--- config.mk ---
export PLATFORM = sky130hd
export DESIGN_NAME = gf8_reduce_seq
export DESIGN_NICKNAME = d
export VERILOG_FILES = /design/src/rtl/gf8_reduce_seq.sv
export SDC_FILE = /design/constraint.sdc
export NUM_CORES = 1
export LEC_CHECK = 0
export CORE_UTILIZATION = 25
export CTS_BUF_LIST = sky130_fd_sc_hd__clkbuf_16
export CTS_CLUSTER_SIZE = 10
export DETAILED_ROUTE_END_ITERATION = 8
export MAX_ROUTING_LAYER = met4
export SLEW_MARGIN = 10
export SYNTH_ARGS = -nofsm -noshare
export SYNTH_HDL_FRONTEND = slang
export SYNTH_SLANG_ARGS = --single-unit
--- constraint.sdc ---
create_clock -name clk -period 2.2 [get_ports clk]
set_input_delay 0.44 -clock clk [delete_from_list [all_inputs] [get_ports clk]]
set_output_delay 0.44 -clock clk [all_outputs]
set_load 0.03 [all_outputs]
--- src/rtl/gf8_reduce_seq.sv ---
// Bit-serial GF(2^8) reduction of a 15-bit carry-less product, one product bit per cycle.
// Valid/ready on both sides; a result sits in DONE until the consumer takes it.
module gf8_reduce_seq #(
  parameter logic [8:0] POLY = 9'h11B
) (
  input  logic       clk,
  input  logic       rst_n,
  input  logic       in_valid,
  output logic       in_ready,
  input  logic [7:0] prod_hi,
  input  logic [6:0] prod_lo,
  output logic       out_valid,
  input  logic       out_ready,
  output logic [7:0] out_data,
  output logic       busy
);

  generate
    if (POLY[8] != 1'b1) begin : g_bad_poly
      $error("gf8_reduce_seq: POLY must be a degree-8 polynomial (bit 8 set)");
    end
  endgenerate

  typedef enum logic [1:0] {
    S_IDLE,
    S_REDUCE,
    S_DONE
  } state_t;

  state_t      r_state, w_state_nxt;
  logic [14:0] r_work, w_work_nxt;
  logic [3:0]  r_k, w_k_nxt;
  logic        r_out_valid, w_out_valid_nxt;
  logic [7:0]  r_out_data, w_out_data_nxt;

  logic [14:0] w_poly_sh;
  logic [14:0] w_step;
  logic        w_xfer;
  logic        w_accept;

  // A DONE result leaving this cycle frees the slot for a same-edge accept.
  assign w_xfer    = (r_state == S_DONE) && out_ready;
  assign in_ready  = rst_n && ((r_state == S_IDLE) || w_xfer);
  assign w_accept  = in_valid && in_ready;

  assign w_poly_sh = 15'(POLY) << (r_k - 4'd8);
  assign w_step    = r_work[r_k] ? (r_work ^ w_poly_sh) : r_work;

  assign out_valid = r_out_valid;
  assign out_data  = r_out_data;
  assign busy      = (r_state == S_REDUCE);

  always_comb begin
    w_state_nxt     = r_state;
    w_work_nxt      = r_work;
    w_k_nxt         = r_k;
    w_out_valid_nxt = r_out_valid;
    w_out_data_nxt  = r_out_data;

    case (r_state)
      S_IDLE: begin
        if (w_accept) begin
          w_work_nxt  = {prod_hi, prod_lo};
          w_k_nxt     = 4'd14;
          w_state_nxt = S_REDUCE;
        end
      end

      S_REDUCE: begin
        w_work_nxt = w_step;
        w_k_nxt    = r_k - 4'd1;
        // Bit 8 is the last one that can exceed the field degree.
        if (r_k == 4'd8) begin
          w_state_nxt     = S_DONE;
          w_out_valid_nxt = 1'b1;
          w_out_data_nxt  = w_step[7:0];
        end
      end

      S_DONE: begin
        if (w_xfer) begin
          w_out_valid_nxt = 1'b0;
          if (in_valid) begin
            w_work_nxt  = {prod_hi, prod_lo};
            w_k_nxt     = 4'd14;
            w_state_nxt = S_REDUCE;
          end else begin
            w_state_nxt = S_IDLE;
          end
        end
      end

      default: begin
        w_state_nxt     = S_IDLE;
        w_out_valid_nxt = 1'b0;
      end
    endcase
  end

  always_ff @(posedge clk or negedge rst_n) begin
    if (!rst_n) begin
      r_state     <= S_IDLE;
      r_work      <= 15'd0;
      r_k         <= 4'd14;
      r_out_valid <= 1'b0;
      r_out_data  <= 8'd0;
    end else begin
      r_state     <= w_state_nxt;
      r_work      <= w_work_nxt;
      r_k         <= w_k_nxt;
      r_out_valid <= w_out_valid_nxt;
      r_out_data  <= w_out_data_nxt;
    end
  end

endmodule

**Word level (Yosys, flattened, before mapping)**

Cells that the tools add are included.

- Mux-type cells: 19
- Bitwise gates (word level): 2
- Shifts and indexed selects: 1
- Reductions and logical operators: 11
- Equality and inequality tests: 8
- $lt $le $gt $ge: 1
- $add $sub $neg: 2

Operators with widths:

| kind | number |
|---|---|
| 2-to-1 mux 15 bit | 4 |
| case mux 15 bit (3 select lines) | 1 |
| << shifter 9 x 4 -> 15 bit (first input constant) | 1 |
| bitwise XOR 15 bit | 1 |
| 2-to-1 mux 4 bit | 3 |
| case mux 4 bit (3 select lines) | 1 |
| 2-to-1 mux 2 bit | 3 |
| != test 2 bit (second input constant) | 3 |
| case mux 2 bit (3 select lines) | 1 |
| AND reduction 3 bit | 2 |
| < comparator 4 x 5 -> 1 bit (second input constant) | 1 |
| AND reduction 5 bit | 1 |
| binary-select mux 1 bit (select 4 bit) | 1 |
| == test 4 bit (second input constant) | 1 |
| 2-to-1 mux 1 bit | 4 |
| != test 2 x 1 -> 1 bit (second input constant) | 2 |
| AND reduction 4 bit | 1 |
| subtractor 4 x 1 -> 4 bit (second input constant) | 1 |
| subtractor 4 bit (second input constant) | 1 |
| logical AND 1 bit | 3 |
| case mux 1 bit (3 select lines) | 1 |
| nonzero test 3 bit | 1 |
| == test 2 x 1 -> 1 bit (second input constant) | 1 |
| == test 2 bit (second input constant) | 1 |
| 4 further kinds | 4 |

- Input port bits: 19
- Bits in registers: 30

**Longest topological paths before layout**

- Depth after elaboration: 7
- Depth in mapped cells: 9

**Least setup slack after synthesis**

OpenSTA, ideal clock, no wires.

- Path kind: register to register
- Start point: register r_k[0]
- End point: register r_work[10]
- Buffers on the path: 1
- Slack: 0.138 ns
- Required time: 2.077 ns
- Library setup time: 0.123 ns
- Arrival time: 1.939 ns
- Clock period less this slack: 2.062 ns
- Stages on the path, launching flop included: 7
- Cells stage by stage: dfrtp_1 -> buf_6 -> mux2_1 -> mux4_2 -> o221ai_4 -> nand2_2 -> o221a_1

- Cells in the longest elaborated chain, start to end: 5
- Elaborated cells between the ends (all ways): 9
- Classes of those cells: add/sub: 1; eq/ne: 1; shift: 1; mux: 4; bitwise: 1; reduce/logical: 1

Ends and longest elaborated chain:

| what | RTL line | text |
|---|---|---|
| from (decl) | 32 | `logic [3:0] r_k, w_k_nxt;` |
| from (signal assigned) | 110 | `r_k <= w_k_nxt;` |
| subtractor 4 bit | 46 | `assign w_poly_sh = 15'(POLY) << (r_k - 4'd8);` |
| << shifter 9 x 4 -> 15 bit | 46 |  |
| bitwise XOR 15 bit | 47 | `assign w_step = r_work[r_k] ? (r_work ^ w_poly_sh) : r_work;` |
| 2-to-1 mux 15 bit | 47 |  |
| case mux 15 bit (3 select lines) | 60 | `case (r_state)` |
| to (signal assigned) | 109 | `r_work <= w_work_nxt;` |
| to (decl) | 31 | `logic [14:0] r_work, w_work_nxt;` |

Several ways; a longest one is shown, not always the timed one. The select of a mux whose other input is x is not followed.
A chain may end at the register's enable or synchronous reset.

**Worst setup path in the final report**

- Start point: register r_k[0]
- End point: register r_work[9]

The elaborated chain is that of the path after synthesis.

==> impl_metrics.yaml <==
outcome:
  outcome: "complete, no violations"
route:
  drc: 0
  viasPerCell: 4.912
  drtIter0Drc: 134
  routed_wl_um: 5366
  avgRoutedWirePerCell_um: 14.35
  ant_nets: 0
  drt_first_pass_iters: 4
  routed-via-count: 1837
pwr:
  power_density_mw_per_mm2: 1622
  peakVddDrop_mv: 0.3429
  p_leak_nw: 1.131
synth:
  synth_area_mm2: 0.002021
  yosys_warnings: 0
  ys_types: 48
  async_flop_share: 1.000
  ys_ff_latch: 30
  synth_edf_count: 0
  syn_avg_cell_area_um2: 9.061
  synth_nets: 248
  synth-seq-area-share: 0.3734
  ys.flop_type: "dfrtp_1"
  netlist_instances: 223
critical_path:
  end_kind: "flip-flop"
  critPathMaxStageDelay_ns: 0.46
  crit_path_cell_trace: "buf_4 > mux2i_1 > o211ai_1 > buf_4 > o221ai_4 > buf_4 > or3b_1 > o211a_1"
  cp.required_ns: 2.36
  slowest_stage: "dfrtp_2"
  startpoint_type: "flip-flop"
  path_class: "reg2reg"
  crit_top_cell: "buf_4"
  crit_path_max_fanout: 8
  cp.arrival_ns: 2.23
timing:
  relSlewSlack: 0.7263
  tightest_slew_ns: 0.4090
  slew_viol_final: 0
  rsz0062_at_grt: "no"
  tns_ns: 0
  finalSetupViolCount: 0
  hold_viol: 0
  period_needed_ns: 2.070
  min_period_over_period: 0.9409
  finClkSkew_ns: 0.005034
  hold_ws_ns: 0.4884
  fmax_mhz: 483.1
place:
  port_buffers: 29
  dp_hpwl_um: 4019
  gp_congestion: 0.8804
  dpl_cell_area_mm2: 0.002549
layout:
  final_area_mm2: 0.002725
  final_cell_mix: "buf_4, clkdlybuf4s50_1, dfrtp_1, a21oi_1"
  n_antenna_cell: 0
  drive_gt1_frac: 0.1728
  final_common_cell: "buf_4"
  syn2layout_area_growth_pct: 34.86
  fin_nets: 296
clocking:
  cts_hold_buffers: 0
  cts_max_level: 2
  cts_buffers: 5
  cts.sink_count: 30
  cts_tree: "done"
  root_buffer: "clkbuf_16"
  clkTransAtPathRegs_ns: 0.05
  insertion_delay_ns: 0.28
  clk_path_buf_depth: 2
global_routing:
  grt_pass1_wl_um: 9066
  grt_pass1_vias: 1788
  track_usage: 0.1432
  antenna_found_initial: 0
  grt_overflow: 0
  grt_start_max_net_pins: 17
floorplan:
  die_h_um: 91.91
  start_util: 0.2601
  row_count: 32
  die_w_um: 91.91
  die_area_mm2: 0.008447
  ios: 30
  core_area_mm2: 0.007767
hold_path:
  hold_path.class: "reg2reg"
flow_run:
  drv_cap: 0
-- final timing paths --
check	start	endpoint	slack (ns)	depth (start not counted)
worst max-delay path	r_k[0]$_DFFE_PN0P_	r_work[9]$_DFFE_PN0P_	0.13	8
worst min-delay path	out_data[7]$_DFFE_PN0P_	out_data[7]$_DFFE_PN0P_	0.49	1
worst max register to register	r_k[0]$_DFFE_PN0P_	r_work[9]$_DFFE_PN0P_	0.13	8
worst min register to register	out_data[7]$_DFFE_PN0P_	out_data[7]$_DFFE_PN0P_	0.49	1
max in group asynchronous	rst_n	r_k[2]$_DFFE_PN1P_	1.32	2
min in group asynchronous	rst_n	r_work[0]$_DFFE_PN0P_	0.59	2
-- power breakdown --
part	leakage (nW)	switching (mW)	internal [mW]
registers	0.336	0.279	0.821
logic	0.717	1.42	1.26
clock network	0.0776	0.230	0.405
total	1.13	1.93	2.49
-- kinds of logic (layout without fill, tap and decap cells) --
| logic type | Yosys count | count (layout) | synth area share |
|---|---|---|---|
| fa+ha+maj | 6 | 6 | 0.03715 |
| flops | 30 | 30 | 0.3734 |
| simple gates | 66 | 66 | 0.1684 |
| buf+inv | 20 | 69 | 0.04149 |
| xor+xnor | 6 | 6 | 0.02601 |
| compound gates | 80 | 80 | 0.2663 |
| mux | 15 | 15 | 0.08730 |
-- stage by stage --
stage / setup slack [ns] / util / instances / total power [mW]
floorplan: 0.1376 / - / 223 / 2.851
global placement: -0.01052 / 0.3281 / 363 / 3.672
detailed placement: -0.04810 / 0.3281 / 363 / 3.718
CTS: 0.04883 / 0.3458 / 371 / 4.387
global route: 0.005277 / 0.3508 / 374 / 4.798
finish: 0.1299 / 0.3508 / 374 / 4.419
-- routing by layer --
layer | vias up | part of all wire | global-route usage
li1 | 917 | - | -
met1 | 871 | 0.46 | 0.1832
met2 | 41 | 0.47 | 0.2164
met3 | 8 | 0.044 | 0.03483
met4 | 0 | 0.022 | 0.05859
met5 | - | 0 | -
-- Yosys cell counts, types with 6 or more instances --
master    instances  area share
o21ai_0          17       0.042
nor3_1            6       0.015
ha_1              6       0.037
nor3b_1           7       0.026
a21oi_1          24       0.059
nor2_1           17       0.032
o211ai_1          7       0.026
nand2_1          14       0.026
clkbuf_1         11       0.020
dfrtp_1          27        0.33
mux2_1            6       0.033
mux2i_1           6       0.030
xor2_1            6       0.026
-- layout make-up --
cell class	instances	area, um2
clock buffers	5	125.1
clock inverters	3	11.26
fillers	800	5042
inverters	5	18.77
multi-input cells	173	1195
flip-flops and latches	30	755.7
well taps	102	127.6
repair buffers	56	491.7
-- critical path: cells and delay by family (launching register included) --
kind | cells | cell delay, ns
buffers and inverters | 3 | 0.54
DFF | 1 | 0.46
AOI/OAI and AO/OA | 3 | 0.46
and+or+nand+nor | 1 | 0.35
muxes | 1 | 0.15
-- flip-flops by register name, indices dropped and copies added (netlist names) --
name,flops
out_data,8
out_valid,1
r_k,4
r_state,2
r_work,15
-- repair_timing --
action | CTS | global route
pin swaps | 0 | 1
setup buffers | 0 | 3
resized for setup | 1 | 3
cloned | 0 | 0
endpoints found under the setup margin | 2 | 9
endpoints found under the hold margin | 0 | 0
No activity file was read; power rests on OpenSTA's default activity.
==> RTL edit 1, RTL diff (same settings) <==
Re-encode `state_t` (3 states) as one-hot, 3 bits wide.
--- a/src/rtl/gf8_reduce_seq.sv
+++ b/src/rtl/gf8_reduce_seq.sv
@@ -21,10 +21,10 @@
     end
   endgenerate
 
-  typedef enum logic [1:0] {
-    S_IDLE,
-    S_REDUCE,
-    S_DONE
+  typedef enum logic [2:0] {
+    S_IDLE   = 3'b001,
+    S_REDUCE = 3'b010,
+    S_DONE   = 3'b100
   } state_t;
 
   state_t      r_state, w_state_nxt;
Function: same outputs for any inputs over 10 cycles, from zero or initial values and one cycle with rst_n low; not proved beyond that.
==> RTL edit 1 against the original RTL <==
Power is 26% lower. Design area is 2.0% higher. Synthesized cell count is 4.5% higher. Wire length is 2.3% higher. Area after synthesis is 7.4% higher. Clock skew is 1.4 ps lower. Setup slack worse by 15 ps. Sequential cell count is 1 higher. Critical path type unchanged.
==> RTL edit 1: results (changes against the original RTL) <==
| Metric | Value |
|---|---|
| First-pass GRT wire length | `9340 um (+3.0%)` |
| Synth Area in XOR/XNOR | `3.63% (+1.0 points)` |
| DRT iter0 DRCs | `158 (+18%)` |
| Library cells used by synthesis | `52 (+8.3%)` |
| DPL Wire Length | `4020 um (about the same)` |
| Hold_sp | `out_data[4]` |
| Placed cells | `369 (+1.7%)` |
| Cell Count, Final, Fillers Out | `377 (+0.80%)` |
| Maximum vdd drop | `339 uV (-1.0%)` |
| Skew final | `3.63 ps (-1.40 ps)` |
| Status | `completed` |
| Placed Area | `2630 um2 (+3.3%)` |
| GP Congestion | `0.864 (-1.9%)` |
| Top post-synthesis cells by area | `dfrtp_1 (31%), mux2i_1 (5.5%), dfstp_2 (4.8%)` |
| Leakage dissipation | `0.00114 uW (+0.48%)` |
| Initial antenna violation count | `0 (unchanged)` |
| Met3 WL | `264 um (+12%)` |
| Synth Area in Compound Gates | `25.3% (-1.3 points)` |
| Via/cell ratio | `5.00 (+1.8%)` |
| Crit-path max FO | `9 (+1)` |
| Hold path depth | `2 (+1)` |
| Overall Global Routing Usage | `13.7% (-0.62 points)` |
| Worst rel slew slack | `66.4% (-6.2 points)` |
| DRT Wirelength | `5490 um (+2.3%)` |
| Synth cell count leaders | `dfrtp_1 (27), nand2_1 (23), o21ai_0 (18), mux2i_1 (12), nor2_1 (12)` |
| Vias in the first global route | `1,901 (+6.3%)` |
| R2r endpoint | `r_work[13]` |
| R2R cell count | `6 (-2)` |
| Largest net degree at the start of global routing | `32 (+15)` |
| Syn_area_per_cell | `9.32 um2 (+2.8%)` |
| Seq/Total Area, Yosys | `36.0% (-1.4 points)` |
| Post-synthesis adder-cell area fraction | `3.46% (-0.26 points)` |
| Syn Nets | `258 (+4.0%)` |
| Hold EP | `out_data[4]` |
| Layout cells sized above 1 | `17.6% (+0.37 points)` |
==> RTL edit 1: logic make-up after synthesis <==
logic type	count (synthesis)
and+or+nand+nor	74
AOI/OAI and AO/OA	72
DFF	31
buffers and inverters	24
muxes	17
xor gates and xnor gates	9
adders and majority gates	6
==> RTL edit 1: critical path, cell delays in order (launching register included) <==
cell      delay, ps
dfrtp_2         470
buf_4           200
mux2i_1         160
o211ai_4        380
o22ai_4         140
or2_1           360
o221a_1         250
==> RTL edit 1: per-stage QoR <==
stage                     setup WS [ps]  total power, uW  hold WS [ps]
after CTS                          43.7             3280           485
after global routing               13.0             3520           510
after floorplan                     189             2130           144
final                               115             3270           475
after global placement             62.5             2580           464
after detailed placement           3.54             2600           473
==> RTL edit 1: worst max path at each step <==
stage / from / to / slack, ps / cells after the start
after floorplan: r_k[1] / r_work[9] / 190 / 8
after global placement: rst_n / r_work[10] / 60 / 5
after detailed placement: rst_n / r_work[12] / 4 / 5
after CTS: r_state[1] / busy / 40 / 3
after global routing: r_k[1] / r_work[14] / 10 / 7
final: r_k[0] / r_work[13] / 120 / 6
==> RTL edit 1: layer usage <==
metal / GRT usage [%] / vias up
li1: - / 928
met1: 18.0 / 909
met2: 21.5 / 46
met3: 2.55 / 2
met4: 3.66 / 0
met5: - / -
==> RTL edit 1: area by class of cell <==
type / instances / area (um2)
well taps: 105 / 131
repair buffers: 46 / 425
fillers: 863 / 5520
clock buffers: 5 / 125
multi-input cells: 178 / 1260
inverters: 9 / 37.5
clock inverters: 3 / 15.0
flip-flops and latches: 31 / 782
==> RTL edit 1: report_power, final <==
group | total (uW) | leakage [uW] | switching [uW] | internal (uW)
sequential | 974 | 0.000379 | 212 | 761
clock | 659 | 0.0000733 | 247 | 412
combinational | 1630 | 0.000684 | 868 | 766
==> RTL edit 2, RTL diff (config.mk and constraints unchanged) <==
Made on the original files. Take the reset off `r_out_data` and load it in a clocked block of its own.
--- a/src/rtl/gf8_reduce_seq.sv
+++ b/src/rtl/gf8_reduce_seq.sv
@@ -103,14 +103,16 @@
       r_work      <= 15'd0;
       r_k         <= 4'd14;
       r_out_valid <= 1'b0;
-      r_out_data  <= 8'd0;
     end else begin
       r_state     <= w_state_nxt;
       r_work      <= w_work_nxt;
       r_k         <= w_k_nxt;
       r_out_valid <= w_out_valid_nxt;
-      r_out_data  <= w_out_data_nxt;
     end
+  end
+
+  always_ff @(posedge clk) begin
+    r_out_data <= w_out_data_nxt;
   end
 
 endmodule
Check against the original RTL: differs if rst_n is asserted again (counterexample within 10 cycles, from zero or initial values and one cycle with rst_n low); with rst_n held inactive, the same outputs for 10 cycles.
==> RTL edit 2 against the original RTL <==
Design area is 4.3% lower. Via count is 8.5% lower. Area after synthesis is 2.5% lower. Sequential cell count stayed put. Wire length is 10% lower. Setup slack worse by 16 ps. Global-route usage is 1.6 points lower. Power is 4.8% lower. Sequential share of layout area is 2.7 points higher. Highest routed layer unchanged.
==> RTL edit 2: results (changes against the original RTL) <==
| Metric | Value |
|---|---|
| Status | `completed` |
| Synth async-reset ratio | `73.3% (-27 points)` |
| Most common cell after layout, fill and taps aside | `clkdlybuf4s50_1` |
| Layout cells sized above 1 | `20.2% (+2.9 points)` |
| Initial antenna violation count | `0 (unchanged)` |
| DRT iter0 DRCs | `99 (-26%)` |
| Skew final | `4.94 ps (-0.0943 ps)` |
| Syn Nets | `231 (-6.9%)` |
| Crit-path max FO | `9 (+1)` |
| First-pass GRT wire length | `8010 um (-12%)` |
| Placed cells | `343 (-5.5%)` |
| Clock Tree Buf Depth | `2 (unchanged)` |
| Cell Count, Final, Fillers Out | `350 (-6.4%)` |
| Overall Global Routing Usage | `12.7% (-1.6 points)` |
| Pwr/cell area | `1610 nW/um2 (-0.51%)` |
| Skew-Pair Late Insertion Delay | `280 ps (about the same)` |
| Top post-synthesis cells by area | `dfrtp_1 (24%), edfxtp_1 (12%), o211ai_1 (4.6%)` |
| Worst rel slew slack | `56.9% (-16 points)` |
| Reg clk slew, reported paths | `50 ps (about the same)` |
| Seq/Total Area, Yosys | `40.3% (+3.0 points)` |
| Hold Path Class | `in -> async` |
| Fin nets | `273 (-7.8%)` |
| Post-synth EDFFs | `8 (+8)` |
| Maximum vdd drop | `517 uV (+51%)` |
| Syn_area_per_cell | `9.57 um2 (+5.6%)` |
| Placed Area | `2460 um2 (-3.4%)` |
| Root Buffer | `clkbuf_16` |
| Pint | `2420 uW (-2.8%)` |
| DPL Wire Length | `3490 um (-13%)` |
| DRT Wirelength | `4830 um (-10%)` |
| Via count | `1,680 (-8.5%)` |
| Largest register FFs | `15 (unchanged)` |
| Synth cell count leaders | `dfrtp_1 (19), nand2_1 (19), nor2_1 (19), o21ai_0 (13), o211ai_1 (12)` |
| GP Congestion | `0.912 (+3.6%)` |
| Fill cells | `792 (-1.0%)` |
| Worst Path Arrival | `2270 ps (+40 ps)` |
| Leakage dissipation | `0.00104 uW (-8.2%)` |
| Placement-stage worst setup slack | `119 ps (+168 ps)` |
| Combinational share of power | `59.2% (-1.5 points)` |
| # Post-CTS Setup Buffers | `0 (unchanged)` |
| Inserted Clock Buffers | `5 (unchanged)` |
| Largest net degree at the start of global routing | `22 (+5)` |
| Flop pwr share | `25.4% (+0.5 points)` |
| Library cells used by synthesis | `45 (-6.3%)` |
| H-tree Lvls | `2 (unchanged)` |
| Vias in the first global route | `1,644 (-8.1%)` |
## RTL edit 2: repair_timing
| action | in CTS | in global routing |
|---|---|---|
| resized for setup | 0 | 2 |
| hold buffers | 0 | 0 |
| setup endpoints to repair | 0 | 2 |
## RTL edit 2: critical path, cell delays in order, from the launching register on
cell      delay, ps
dfrtp_1         550
mux4_2          610
o22ai_4         210
o22ai_2         180
and2_4          240
o311ai_4        200
## RTL edit 2: final timing paths
path / slack (ps) / end / cells after the start / start
worst max register to register: 110 / r_work[8] / 5 / r_k[0]
worst max-delay path: 110 / r_work[8] / 5 / r_k[0]
max in group asynchronous: 1290 / r_k[1] / 2 / rst_n
worst min register to register: 520 / out_valid / 2 / out_valid
min in group clk: 520 / out_valid / 2 / out_valid
worst min-delay path: 350 / r_state[1] / 1 / rst_n
## RTL edit 2: layout make-up
cell class | count | area, um2 | share of cell area (%)
clock buffer | 5 | 125 | 4.80
clock inverter | 2 | 10.0 | 0.384
inverter | 11 | 41.3 | 1.58
multi-input combinational | 153 | 1090 | 41.7
sequential | 30 | 795 | 30.5
tap | 102 | 128 | 4.89
timing repair buffer | 47 | 420 | 16.1
## RTL edit 2: routing by layer
| layer | vias to the layer above | share of wire (%) | GRT usage [%] |
|---|---|---|---|
| li1 | 831 | - | - |
| met1 | 795 | 49 | 16.3 |
| met2 | 46 | 43 | 18.8 |
| met3 | 8 | 5.7 | 4.29 |
| met4 | 0 | 1.7 | 4.10 |
| met5 | - | 0 | - |
## RTL edit 2: kinds of logic after synthesis
group	after synthesis	synth area share (%)
XOR/XNOR	8	3.56
AND/OR/NAND/NOR	72	18.1
buffers and inverters	23	5.21
multiplexers	9	6.16
flip-flops	30	40.3
adder cells (fa/ha/maj)	6	3.81
AO/OA/AOI/OAI	58	22.9
